<file path="config.mk">
export PLATFORM = sky130hd
export DESIGN_NAME = disp_num_fmt
export DESIGN_NICKNAME = d
export VERILOG_FILES = /design/src/rtl/disp_num_fmt_pkg.sv /design/src/rtl/disp_num_fmt_bin2bcd.sv /design/src/rtl/disp_num_fmt.sv
export SDC_FILE = /design/constraint.sdc
export NUM_CORES = 1
export LEC_CHECK = 0
export CAP_MARGIN = 10
export CELL_PAD_IN_SITES_DETAIL_PLACEMENT = 2
export CELL_PAD_IN_SITES_GLOBAL_PLACEMENT = 2
export CORE_AREA = 2 2 111 113
export DETAILED_ROUTE_END_ITERATION = 6
export DIE_AREA = 0 0 113 115
export PLACE_DENSITY = 0.77
export SYNTH_ARGS = -nofsm -noshare
export SYNTH_HDL_FRONTEND = slang
export SYNTH_SLANG_ARGS = --single-unit
</file>
<file path="constraint.sdc">
create_clock -name clk -period 1.9 [get_ports clk]
set_input_delay 0.285 -clock clk [delete_from_list [all_inputs] [get_ports clk]]
set_output_delay 0.285 -clock clk [all_outputs]
set_load 0.02 [all_outputs]
</file>
<file path="src/rtl/disp_num_fmt_pkg.sv">
// Shared LCD character encodings and formatter state type for the display field formatters.
package disp_pkg;

    typedef logic [9:0] lcd_char_t;

    // Data words carry RS=1, RW=0 followed by the ASCII code; commands carry RS=0.
    localparam lcd_char_t SYMBOL_0       = 10'h230;
    localparam lcd_char_t SYMBOL_1       = 10'h231;
    localparam lcd_char_t SYMBOL_2       = 10'h232;
    localparam lcd_char_t SYMBOL_3       = 10'h233;
    localparam lcd_char_t SYMBOL_4       = 10'h234;
    localparam lcd_char_t SYMBOL_5       = 10'h235;
    localparam lcd_char_t SYMBOL_6       = 10'h236;
    localparam lcd_char_t SYMBOL_7       = 10'h237;
    localparam lcd_char_t SYMBOL_8       = 10'h238;
    localparam lcd_char_t SYMBOL_9       = 10'h239;
    localparam lcd_char_t SYMBOL_SPACE   = 10'h220;
    localparam lcd_char_t SYMBOL_DOT     = 10'h22E;
    localparam lcd_char_t SYMBOL_MINUS   = 10'h22D;
    localparam lcd_char_t SYMBOL_COLON   = 10'h23A;
    localparam lcd_char_t SYMBOL_PERCENT = 10'h225;

    localparam lcd_char_t LCD_CMD_CLR    = 10'h001;
    localparam lcd_char_t LCD_CMD_HOME   = 10'h002;
    localparam lcd_char_t LCD_CMD_LINE_2 = 10'h0C0;
    localparam lcd_char_t LCD_CMD_ENTRY  = 10'h006;
    localparam lcd_char_t LCD_CMD_ONOFF  = 10'h00C;

    typedef enum logic [1:0] {
        IDLE = 2'd0,
        CONV = 2'd1,
        EMIT = 2'd2
    } fmt_state_t;

    function automatic lcd_char_t digit_char(input logic [3:0] nib);
        return {2'b10, 8'h30 + {4'h0, nib}};
    endfunction

endpackage

</file>
<file path="src/rtl/disp_num_fmt_bin2bcd.sv">
// Sequential double-dabble converter: one shift per cycle, one spare nibble plus a
// sticky carry-out flag so values beyond DIGITS decimal digits are reported as overflow.
module bin2bcd #(
    parameter int VAL_BITS = 11,
    parameter int DIGITS   = 4
) (
    input  logic                      clk,
    input  logic                      rst,
    input  logic                      start_i,
    input  logic [VAL_BITS-1:0]       val_i,
    output logic                      done_o,
    output logic [4*(DIGITS+1)-1:0]   bcd_o,
    output logic                      ovf_o
);
    localparam int BW = 4 * (DIGITS + 1);
    localparam int CW = $clog2(VAL_BITS + 1);

    logic [VAL_BITS-1:0] bin_q, bin_d;
    logic [BW-1:0]       bcd_q, bcd_d, adj_s;
    logic [CW-1:0]       cnt_q, cnt_d;
    logic                act_q, act_d, lost_q, lost_d;

    // add-3 correction and shift step
    always_comb begin
        adj_s = bcd_q;
        for (int i = 0; i < DIGITS + 1; i++) begin
            if (bcd_q[4*i +: 4] >= 4'd5) begin
                adj_s[4*i +: 4] = bcd_q[4*i +: 4] + 4'd3;
            end else begin
                adj_s[4*i +: 4] = bcd_q[4*i +: 4];
            end
        end
        bin_d  = bin_q;
        bcd_d  = bcd_q;
        cnt_d  = cnt_q;
        act_d  = act_q;
        lost_d = lost_q;
        if (start_i) begin
            bin_d  = val_i;
            bcd_d  = {BW{1'b0}};
            cnt_d  = CW'(VAL_BITS);
            act_d  = 1'b1;
            lost_d = 1'b0;
        end else if (act_q && (cnt_q != {CW{1'b0}})) begin
            {bcd_d, bin_d} = {adj_s[BW-2:0], bin_q, 1'b0};
            lost_d         = lost_q | adj_s[BW-1];
            cnt_d          = cnt_q - CW'(1);
        end else begin
            cnt_d = cnt_q;
        end
    end

    // conversion registers
    always_ff @(posedge clk or posedge rst) begin
        if (rst) begin
            bin_q  <= {VAL_BITS{1'b0}};
            bcd_q  <= {BW{1'b0}};
            cnt_q  <= {CW{1'b0}};
            act_q  <= 1'b0;
            lost_q <= 1'b0;
        end else begin
            bin_q  <= bin_d;
            bcd_q  <= bcd_d;
            cnt_q  <= cnt_d;
            act_q  <= act_d;
            lost_q <= lost_d;
        end
    end

    assign done_o = act_q && (cnt_q == {CW{1'b0}});
    assign bcd_o  = bcd_q;
    assign ovf_o  = lost_q | (bcd_q[BW-1 -: 4] != 4'd0);

endmodule

</file>
<file path="src/rtl/disp_num_fmt.sv">
// Formats one unsigned measurement into LCD data words (blanking, decimal point,
// overflow dashes) and writes them one per cycle into the display character buffer.
module disp_num_fmt
    import disp_pkg::*;
#(
    parameter int VAL_BITS  = 11,
    parameter int DIGITS    = 4,
    parameter int DP_POS    = 1,
    parameter int BLANK_LZ  = 1,
    parameter int BASE_ADDR = 6
) (
    input  logic                clk,
    input  logic                rst,
    input  logic [VAL_BITS-1:0] val,
    input  logic                val_vld,
    output logic                val_rdy,
    output logic                wr_en,
    output logic [5:0]          wr_addr,
    output logic [9:0]          wr_data,
    output logic                busy,
    output logic                ovf
);
    localparam int         NCHR     = DIGITS + ((DP_POS > 0) ? 1 : 0);
    localparam int         BW       = 4 * (DIGITS + 1);
    localparam logic [2:0] LAST_IDX = 3'(NCHR - 1);
    localparam logic [2:0] DOT_IDX  = 3'(DIGITS - DP_POS);
    localparam logic [2:0] UNIT_DIG = 3'(DIGITS - DP_POS - 1);
    localparam logic [2:0] TOP_NIB  = 3'(DIGITS - 1);

    fmt_state_t state_q, state_d;
    logic [2:0] idx_q, idx_d;
    logic       lz_q, lz_d;
    logic       wr_en_q, wr_en_d;
    logic [5:0] wr_addr_q, wr_addr_d;
    lcd_char_t  wr_data_q, wr_data_d;
    logic       ovf_q, ovf_d;

    logic          accept_s, done_s, bcd_ovf_s, emit_s, is_dot_s;
    logic [BW-1:0] bcd_s;
    logic [2:0]    dig_s, nib_idx_s;
    logic [3:0]    nib_s;
    lcd_char_t     char_s;

    assign val_rdy  = (state_q == IDLE);
    assign busy     = (state_q != IDLE);
    assign accept_s = val_vld & val_rdy;
    assign emit_s   = ((state_q == CONV) && done_s) || (state_q == EMIT);
    assign wr_en    = wr_en_q;
    assign wr_addr  = wr_addr_q;
    assign wr_data  = wr_data_q;
    assign ovf      = ovf_q;

    bin2bcd #(
        .VAL_BITS (VAL_BITS),
        .DIGITS   (DIGITS)
    ) u_bin2bcd (
        .clk     (clk),
        .rst     (rst),
        .start_i (accept_s),
        .val_i   (val),
        .done_o  (done_s),
        .bcd_o   (bcd_s),
        .ovf_o   (bcd_ovf_s)
    );

    // character for the current emit position; only digits left of the units digit blank
    always_comb begin
        is_dot_s = (DP_POS > 0) && (idx_q == DOT_IDX);
        if ((DP_POS > 0) && (idx_q > DOT_IDX)) begin
            dig_s = idx_q - 3'd1;
        end else begin
            dig_s = idx_q;
        end
        nib_idx_s = TOP_NIB - dig_s;
        nib_s     = bcd_s[{nib_idx_s, 2'b00} +: 4];
        if (is_dot_s) begin
            char_s = SYMBOL_DOT;
        end else if (bcd_ovf_s) begin
            char_s = SYMBOL_MINUS;
        end else if ((BLANK_LZ != 0) && lz_q && (nib_s == 4'd0) && (dig_s < UNIT_DIG)) begin
            char_s = SYMBOL_SPACE;
        end else begin
            char_s = digit_char(nib_s);
        end
    end

    // sequencing of accept, conversion wait and character emission
    always_comb begin
        state_d   = state_q;
        idx_d     = idx_q;
        lz_d      = lz_q;
        wr_en_d   = 1'b0;
        wr_addr_d = wr_addr_q;
        wr_data_d = wr_data_q;
        ovf_d     = ovf_q;
        case (state_q)
            IDLE: begin
                if (accept_s) begin
                    state_d = CONV;
                    idx_d   = 3'd0;
                    lz_d    = 1'b1;
                    ovf_d   = 1'b0;
                end else begin
                    state_d = IDLE;
                end
            end
            CONV: begin
                if (done_s) begin
                    state_d = EMIT;
                    ovf_d   = bcd_ovf_s;
                end else begin
                    state_d = CONV;
                end
            end
            EMIT:    state_d = EMIT;
            default: state_d = IDLE;
        endcase
        if (emit_s) begin
            wr_en_d   = 1'b1;
            wr_addr_d = 6'(BASE_ADDR) + {3'b000, idx_q};
            wr_data_d = char_s;
            idx_d     = idx_q + 3'd1;
            if (!is_dot_s && (nib_s != 4'd0)) begin
                lz_d = 1'b0;
            end else begin
                lz_d = lz_q;
            end
            if (idx_q == LAST_IDX) begin
                state_d = IDLE;
            end else begin
                state_d = EMIT;
            end
        end else begin
            wr_en_d = 1'b0;
        end
    end

    // state and registered outputs
    always_ff @(posedge clk or posedge rst) begin
        if (rst) begin
            state_q   <= IDLE;
            idx_q     <= 3'd0;
            lz_q      <= 1'b1;
            wr_en_q   <= 1'b0;
            wr_addr_q <= 6'd0;
            wr_data_q <= 10'd0;
            ovf_q     <= 1'b0;
        end else begin
            state_q   <= state_d;
            idx_q     <= idx_d;
            lz_q      <= lz_d;
            wr_en_q   <= wr_en_d;
            wr_addr_q <= wr_addr_d;
            wr_data_q <= wr_data_d;
            ovf_q     <= ovf_d;
        end
    end

endmodule

</file>
==> results of run 1 <==
[layout make-up]
type	count	area (um^2)
Sequential cell	55	1380
Clock buffer	5	125
Tap cell	147	184
Inverter	20	86.3
Clock inverter	3	27.5
Timing Repair Buffer	83	778
Fill cell	1288	6980
Multi-Input combinational cell	304	2250
[cell families (layout without fill, tap and decap cells)]
logic type / Yosys count / after routing
AND/OR/NAND/NOR: 141 / 142
AO/OA/AOI/OAI: 117 / 118
buffers and inverters: 57 / 111
flip-flops: 55 / 55
adder cells (fa/ha/maj): 18 / 18
multiplexers: 13 / 13
XOR/XNOR: 8 / 8
other: 1 / 5
[state kept, by name (all words and copies together) (netlist names)]
name	count
u_bin2bcd.bin_q	11
wr_data	6
idx_q	3
lz_q	1
ovf	1
u_bin2bcd.bcd_o	20
state_q	2
wr_en	1
u_bin2bcd.act_q	1
u_bin2bcd.cnt_q	4
wr_addr	4
u_bin2bcd.lost_q	1
[synthesized netlist by cell type, types with 5 or more instances]
library cell	n
nor3b_1	6
buf_4	6
a22o_1	7
nand2b_1	11
o21ai_0	22
nand2_1	65
a21oi_1	34
xnor2_1	7
mux2i_1	9
nand3_1	9
inv_1	18
o221ai_1	15
clkbuf_1	24
a31oi_1	12
nor2_1	35
dfrtp_1	54
a211oi_1	5
ha_1	18
[power groups by stage]
stage               logic, W  registers [W]  clock network, W
detailed placement   0.00508        0.00236                 0
finish               0.00637        0.00244           0.00102
CTS                  0.00581        0.00238           0.00106
global placement     0.00481        0.00228                 0
floorplan            0.00342        0.00218                 0
global route         0.00689        0.00254           0.00110
[repair_timing]
item / in CTS / in global routing
endpoints found under the setup margin: 15 / 47
hold endpoints to repair: 0 / 0
setup buffers: 6 / 2
resized for setup: 47 / 28
gates cloned: 2 / 0
pin swaps: 32 / 11
[through the flow]
| step | hold WS, ps | cells |
|---|---|---|
| floorplan | 390 | 414 |
| global placement | 460 | 599 |
| detailed placement | 474 | 599 |
| CTS | 414 | 615 |
| global route | 443 | 617 |
| finish | 378 | 617 |
[final timing paths]
check / start / end
min in group clk: val[0] / u_bin2bcd.bin_q[0]
max: idx_q[1] / wr_data[4]
max reg2reg: idx_q[1] / wr_data[4]
max in group asynchronous: rst / lz_q
min reg2reg: wr_data[4] / wr_data[4]
min: rst / u_bin2bcd.bin_q[1]
[layer usage]
layer / wire length [um] / share of wire, % / vias up
li1: - / - / 1545
met4: 327 / 2.5 / 0
met2: 7050 / 53 / 86
met3: 546 / 4.1 / 35
met1: 5300 / 40 / 1723
met5: 0 / 0 / -
[critical path: cells and delay by family, from the launching register on]
kind | cells | cell delay (ps)
AOI/OAI and AO/OA | 2 | 530
adders and majority gates | 2 | 380
buffers and inverters | 2 | 370
DFF | 1 | 480
and+or+nand+nor | 3 | 310
[layout by cell type, fill, tap and decap left out, types with 3 or more instances in the layout]
cell and instances:
clkdlybuf4s50_1 26, clkbuf_16 5, buf_12 4, conb_1 5, a21oi_1 31, nor2_1 32, ha_1 14, a31oi_1 9
a31oi_4 3, a22o_1 7, o21ai_0 19, dfrtp_2 3, o221ai_2 15, nor3b_1 5, mux2i_1 8, mux2_4 3
buf_4 42, a21oi_2 3, buf_6 9, nand2b_1 8, dfrtp_1 51, a211oi_1 4, nand2b_4 4, xnor2_1 7
nand2_1 64, ha_4 4, inv_1 15, nand3_1 8
==> results.yml, run 1 <==
yosys:
  synth_cell_types: 52
  synth-edff-count: 0
  synth_seq_cells: 55
  yosys-mux-area-fraction_pct: 3.89
  synth_compound_area_share_pct: 22.2
  async_flop_share_pct: 100
  synth_area_leaders: "dfrtp_1, nand2_1, ha_1, a21oi_1, nor2_1"
  syn_area_mm2: 0.00347
  synth_top_family_by_area: "compound AO/OA/AOI/OAI gates"
  syn_area_per_cell_um2: 8.47
  synth_simple_gate_area_share_pct: 18.1
  yosys.area_share.adder_pct: 6.48
  synth_flop_cell: "dfrtp_1"
  syn-instance-count: 410
  yosysTopAreaCell: "dfrtp_1"
  synthXorXnorAreaFrac_pct: 2.02
  yosysWarnings: 0
  synth_top_area_share_pct: 38.9
  ys_seq_area_share_pct: 39.6
grt:
  grt_use_met1_pct: 24.0
  grt_use_total_pct: 20.4
  grt_max_degree: 30
  grt_use_met3_pct: 3.80
  antenna_found_initial: 0
  grt.met2_usage_pct: 37.4
  grt_pass1_vias: 3694
  grt_first_pass_wirelength_um: 20600
  grt_overflow_total: 0
  globalRoute.busiestLayer: "met2"
power_and_ir_drop:
  p_leak_nw: 2.02
  powerDensity_mw_per_mm2: 2030
  p_total_w: 0.00983
  power.internal_w: 0.00521
  swShare_pct: 47.0
  netSwitchingPower_w: 0.00462
  irDropWorstVdd_mv: 0.498
  combPwrFrac_pct: 64.8
  seq_power_share_pct: 24.9
  pwr-share-clk_pct: 10.4
timing:
  finalHoldViolCount: 0
  layout_min_cycle_time_ps: 2200
  fin_setup_tns_ps: -1290
  setup_ws_ps: -302
  clock_skew_ps: 13.4
  grt_setup_unrepaired: "yes"
  clock.fmax_mhz: 454
  slew_violations: 0
  setup_viol: 6
  fin_crit_sh_pct: 116
run:
  max_cap_viol_count: 0
floorplan:
  core_mm2: 0.0118
  dieHeight_um: 115
  ios: 34
  die-area_mm2: 0.0130
  initial_core_util_pct: 29.4
  die_x_um: 113
  fp-row-count: 40
placement:
  routabilityCongestion: 0.793
  io_buffer_count: 28
  placed_area_mm2: 0.00427
  dp_slack_ps: -279
  dp_hpwl_um: 7930
outcome:
  violations: "DRC, setup timing"
  status: "complete, but fails checks"
final_layout:
  final_core_util_pct: 40.9
  antennaDiodeCount: 0
  fin_nets: 501
  area_growth_syn_to_layout_pct: 39.1
  final_area_mm2: 0.00483
  drive_gt1_share_pct: 28.1
setup_path:
  cp-end-kind: "register"
  worstPathMaxFanout: 6
  cp.required_ps: 2100
  critPathArrivalTime_ps: 2400
  worstSetupPathType: "register to register"
  cp-start-kind: "register"
  slowest_delay_ps: 480
  crit_slowest_cell: "dfrtp_2"
  crit_chain: "ha_4 -> ha_4 -> buf_4 -> nand2b_4 -> a21oi_2 -> buf_4 -> nand2_1 -> o31ai_1 -> nand2_1"
  ff2ff_setup_slack_ps: -300
  rr_worst_depth: 9
cts:
  cts_tree: "yes"
  clkTransAtPathRegs_ps: 90
  ctsHoldBuffers: 0
  clockBufferDepth: 2
  cts_sinks: 55
  clock-root-buffer: "clkbuf_16"
  htree_levels: 2
  numCtsBuffers: 5
  insertion_delay_ps: 320
detailed_routing:
  vias: 3389
  avgRoutedWirePerCell_um: 21.4
  drtIter0Drc: 193
  finalWirelength_um: 13200
  postRouteAntennaNets: 0
  drtPass1Iterations: 6
  drc: 4
  viasPerCell: 5.49
hold_path:
  min_path_type: "input pin to async pin"
No activity file was read; power rests on OpenSTA's default activity.
==> inputs of run 2 (changes only) <==
--- a/config.mk
+++ b/config.mk
@@ -8,10 +8,10 @@
 export CAP_MARGIN = 10
 export CELL_PAD_IN_SITES_DETAIL_PLACEMENT = 2
 export CELL_PAD_IN_SITES_GLOBAL_PLACEMENT = 2
-export CORE_AREA = 2 2 111 113
+export CORE_AREA = 2 2 108 110
 export DETAILED_ROUTE_END_ITERATION = 6
-export DIE_AREA = 0 0 113 115
-export PLACE_DENSITY = 0.77
+export DIE_AREA = 0 0 110 112
+export PLACE_DENSITY = 0.81
 export SYNTH_ARGS = -nofsm -noshare
 export SYNTH_HDL_FRONTEND = slang
 export SYNTH_SLANG_ARGS = --single-unit
==> run 2 against run 1 <==
  * The run ends with setup timing left
  * First-iteration DRC count decreased by 44%
  * Design area decreased by 2.6%
  * Maximum frequency increased by 0.23%
  * Critical path depth decreased by 1
  * Non-clock buffer count decreased by 2
  * Sequential share of layout area increased by 0.83 points
  * Global-route usage increased by 2.2 points
  * Die area decreased by 5.2%
  * Clock-buffer cell count unchanged
  * Largest cell class unchanged
  * Highest routed layer unchanged
==> results.yml, run 2 (synthesized netlist as in run 1, its figures left out) <==
setup_path:
  timing.rr.start: "idx_q[1]"
  critPathArrivalTime_ps: 2430
  worstPathMaxFanout: 9
  cp-end-kind: "register"
  ff2ff_setup_slack_ps: -300
  critPathLaunch: "idx_q[1]"
  r2r_end: "lz_q"
  cp-start-kind: "register"
  cp.required_ps: 2130
  worstSetupPathType: "register to register"
  rr_worst_depth: 8
run:
  max_cap_viol_count: 0
grt:
  grt_first_pass_wirelength_um: 21200
  grt_use_total_pct: 22.5
  grt_max_degree: 26
  grt_pass1_vias: 3710
  grt_overflow_total: 0
  antenna_found_initial: 0
power_and_ir_drop:
  powerDensity_mw_per_mm2: 2020
  irDropWorstVdd_mv: 0.678
  netSwitchingPower_w: 0.00452
  power.internal_w: 0.00500
  combPwrFrac_pct: 63.6
  p_leak_nw: 1.97
  pwr-share-clk_pct: 10.5
  swShare_pct: 47.4
  seq_power_share_pct: 25.9
placement:
  dp_hpwl_um: 8690
  io_buffer_count: 28
  routabilityCongestion: 0.812
  dp_slack_ps: -252
floorplan:
  initial_core_util_pct: 31.1
  dieHeight_um: 112
  die_x_um: 110
  core_mm2: 0.0112
  fp-row-count: 39
  die-area_mm2: 0.0123
  ios: 34
final_layout:
  register_area_mm2: 0.00139
  final_core_util_pct: 42.1
  drive_gt1_share_pct: 26.7
  multi_input_area_mm2: 0.00215
  final_common_cell: "nand2_1"
  area_growth_syn_to_layout_pct: 35.5
  antennaDiodeCount: 0
  layout_common_cells: "nand2_1, dfrtp_1, buf_4, nor2_1, a21oi_1"
  fill_cells: 1225
  fin_nets: 499
  largest_reg_flops: 20
timing:
  layout_min_cycle_time_ps: 2200
  fin_crit_sh_pct: 116
  finalHoldViolCount: 0
  clock.fmax_mhz: 455
  slew_violations: 0
  clock_skew_ps: 17.9
  max-slew-margin-rel_pct: 66.0
  grt_setup_unrepaired: "yes"
  setup_ws_ps: -297
  max_slew.worst_pin.slew_ps: 509
  setup_viol: 6
cts:
  cts_tree: "yes"
  clock-root-buffer: "clkbuf_16"
  clockBufferDepth: 2
  insertion_delay_ps: 310
  htree_levels: 2
  clkTransAtPathRegs_ps: 90
  cts_sinks: 55
  ctsHoldBuffers: 0
  numCtsBuffers: 5
detailed_routing:
  vias: 3409
  drtIter0Drc: 108
  drc: 0
  finalWirelength_um: 13700
  drtPass1Iterations: 4
  viasPerCell: 5.58
  avgRoutedWirePerCell_um: 22.4
  postRouteAntennaNets: 0
hold_path:
  min_path_type: "input pin to async pin"
outcome:
  status: "complete, but fails checks"
  violations: "setup timing"
-- run 2: cell types whose count changed in the layout (fill, tap and decap cells not counted), sizes merged --
cell,delta
buf,-2
inv,-1
clkinvlp,+1
-- run 2: worst max-delay path by stage --
| stage | endpoint | slack, ps | depth (start not counted) |
|---|---|---|---|
| 6_report | lz_q | -300 | 8 |
| 3_3_place_gp | wr_data[0] | -190 | 8 |
| 2_1_floorplan | wr_data[0] | -110 | 10 |
| 4_1_cts | lz_q | -240 | 8 |
| 5_1_grt | lz_q | -390 | 8 |
| 3_5_place_dp | wr_data[0] | -250 | 8 |
-- run 2: critical path, stage by stage (launching register included) --
cell,delay [ps]
dfrtp_2,490
ha_4,190
ha_4,190
nand2b_2,250
o221ai_1,220
a22o_1,240
nand4_1,120
mux2_4,290
a31oi_4,120
-- run 2: routing by layer --
| layer | GRT usage (%) | part of all wire (%) | vias to the layer above |
|---|---|---|---|
| li1 | - | - | 1546 |
| met1 | 26.9 | 41 | 1772 |
| met2 | 40.2 | 54 | 66 |
| met3 | 3.40 | 2.5 | 25 |
| met4 | 8.19 | 2.8 | 0 |
| met5 | 0 | 0 | - |
-- run 2: power groups by stage --
stage               Combinational (W)  Sequential [W]  Clock, W
finish                        0.00605         0.00247  0.000998
global route                  0.00657         0.00254   0.00106
CTS                           0.00561         0.00241   0.00101
detailed placement            0.00516         0.00237         0
global placement              0.00480         0.00229         0
floorplan                     0.00342         0.00218         0
-- run 2: repair_timing --
action	in CTS	in global routing
resized for setup	24	29
cloned	1	1
pin swaps	8	10
endpoints found under the setup margin	32	19
setup buffers	2	3
-- run 2: final cells by class --
| class | count | share of cell area (%) |
|---|---|---|
| flip-flops and latches | 55 | 29.4 |
| repair buffers | 81 | 16.2 |
| clock inverters | 3 | 0.505 |
| inverters | 20 | 1.83 |
| clock buffers | 5 | 2.66 |
| well taps | 143 | 3.80 |
| multi-input cells | 304 | 45.6 |
-- run 2: through the flow --
stage,TNS [ps],total power (W),hold slack [ps],area [um^2],instances
finish,-1360,0.00952,322,4710,611
global route,-1830,0.0102,364,4710,611
CTS,-985,0.00903,345,4550,607
detailed placement,-1680,0.00753,473,4300,596
global placement,-686,0.00709,457,4300,596
floorplan,-163,0.00561,390,3610,414
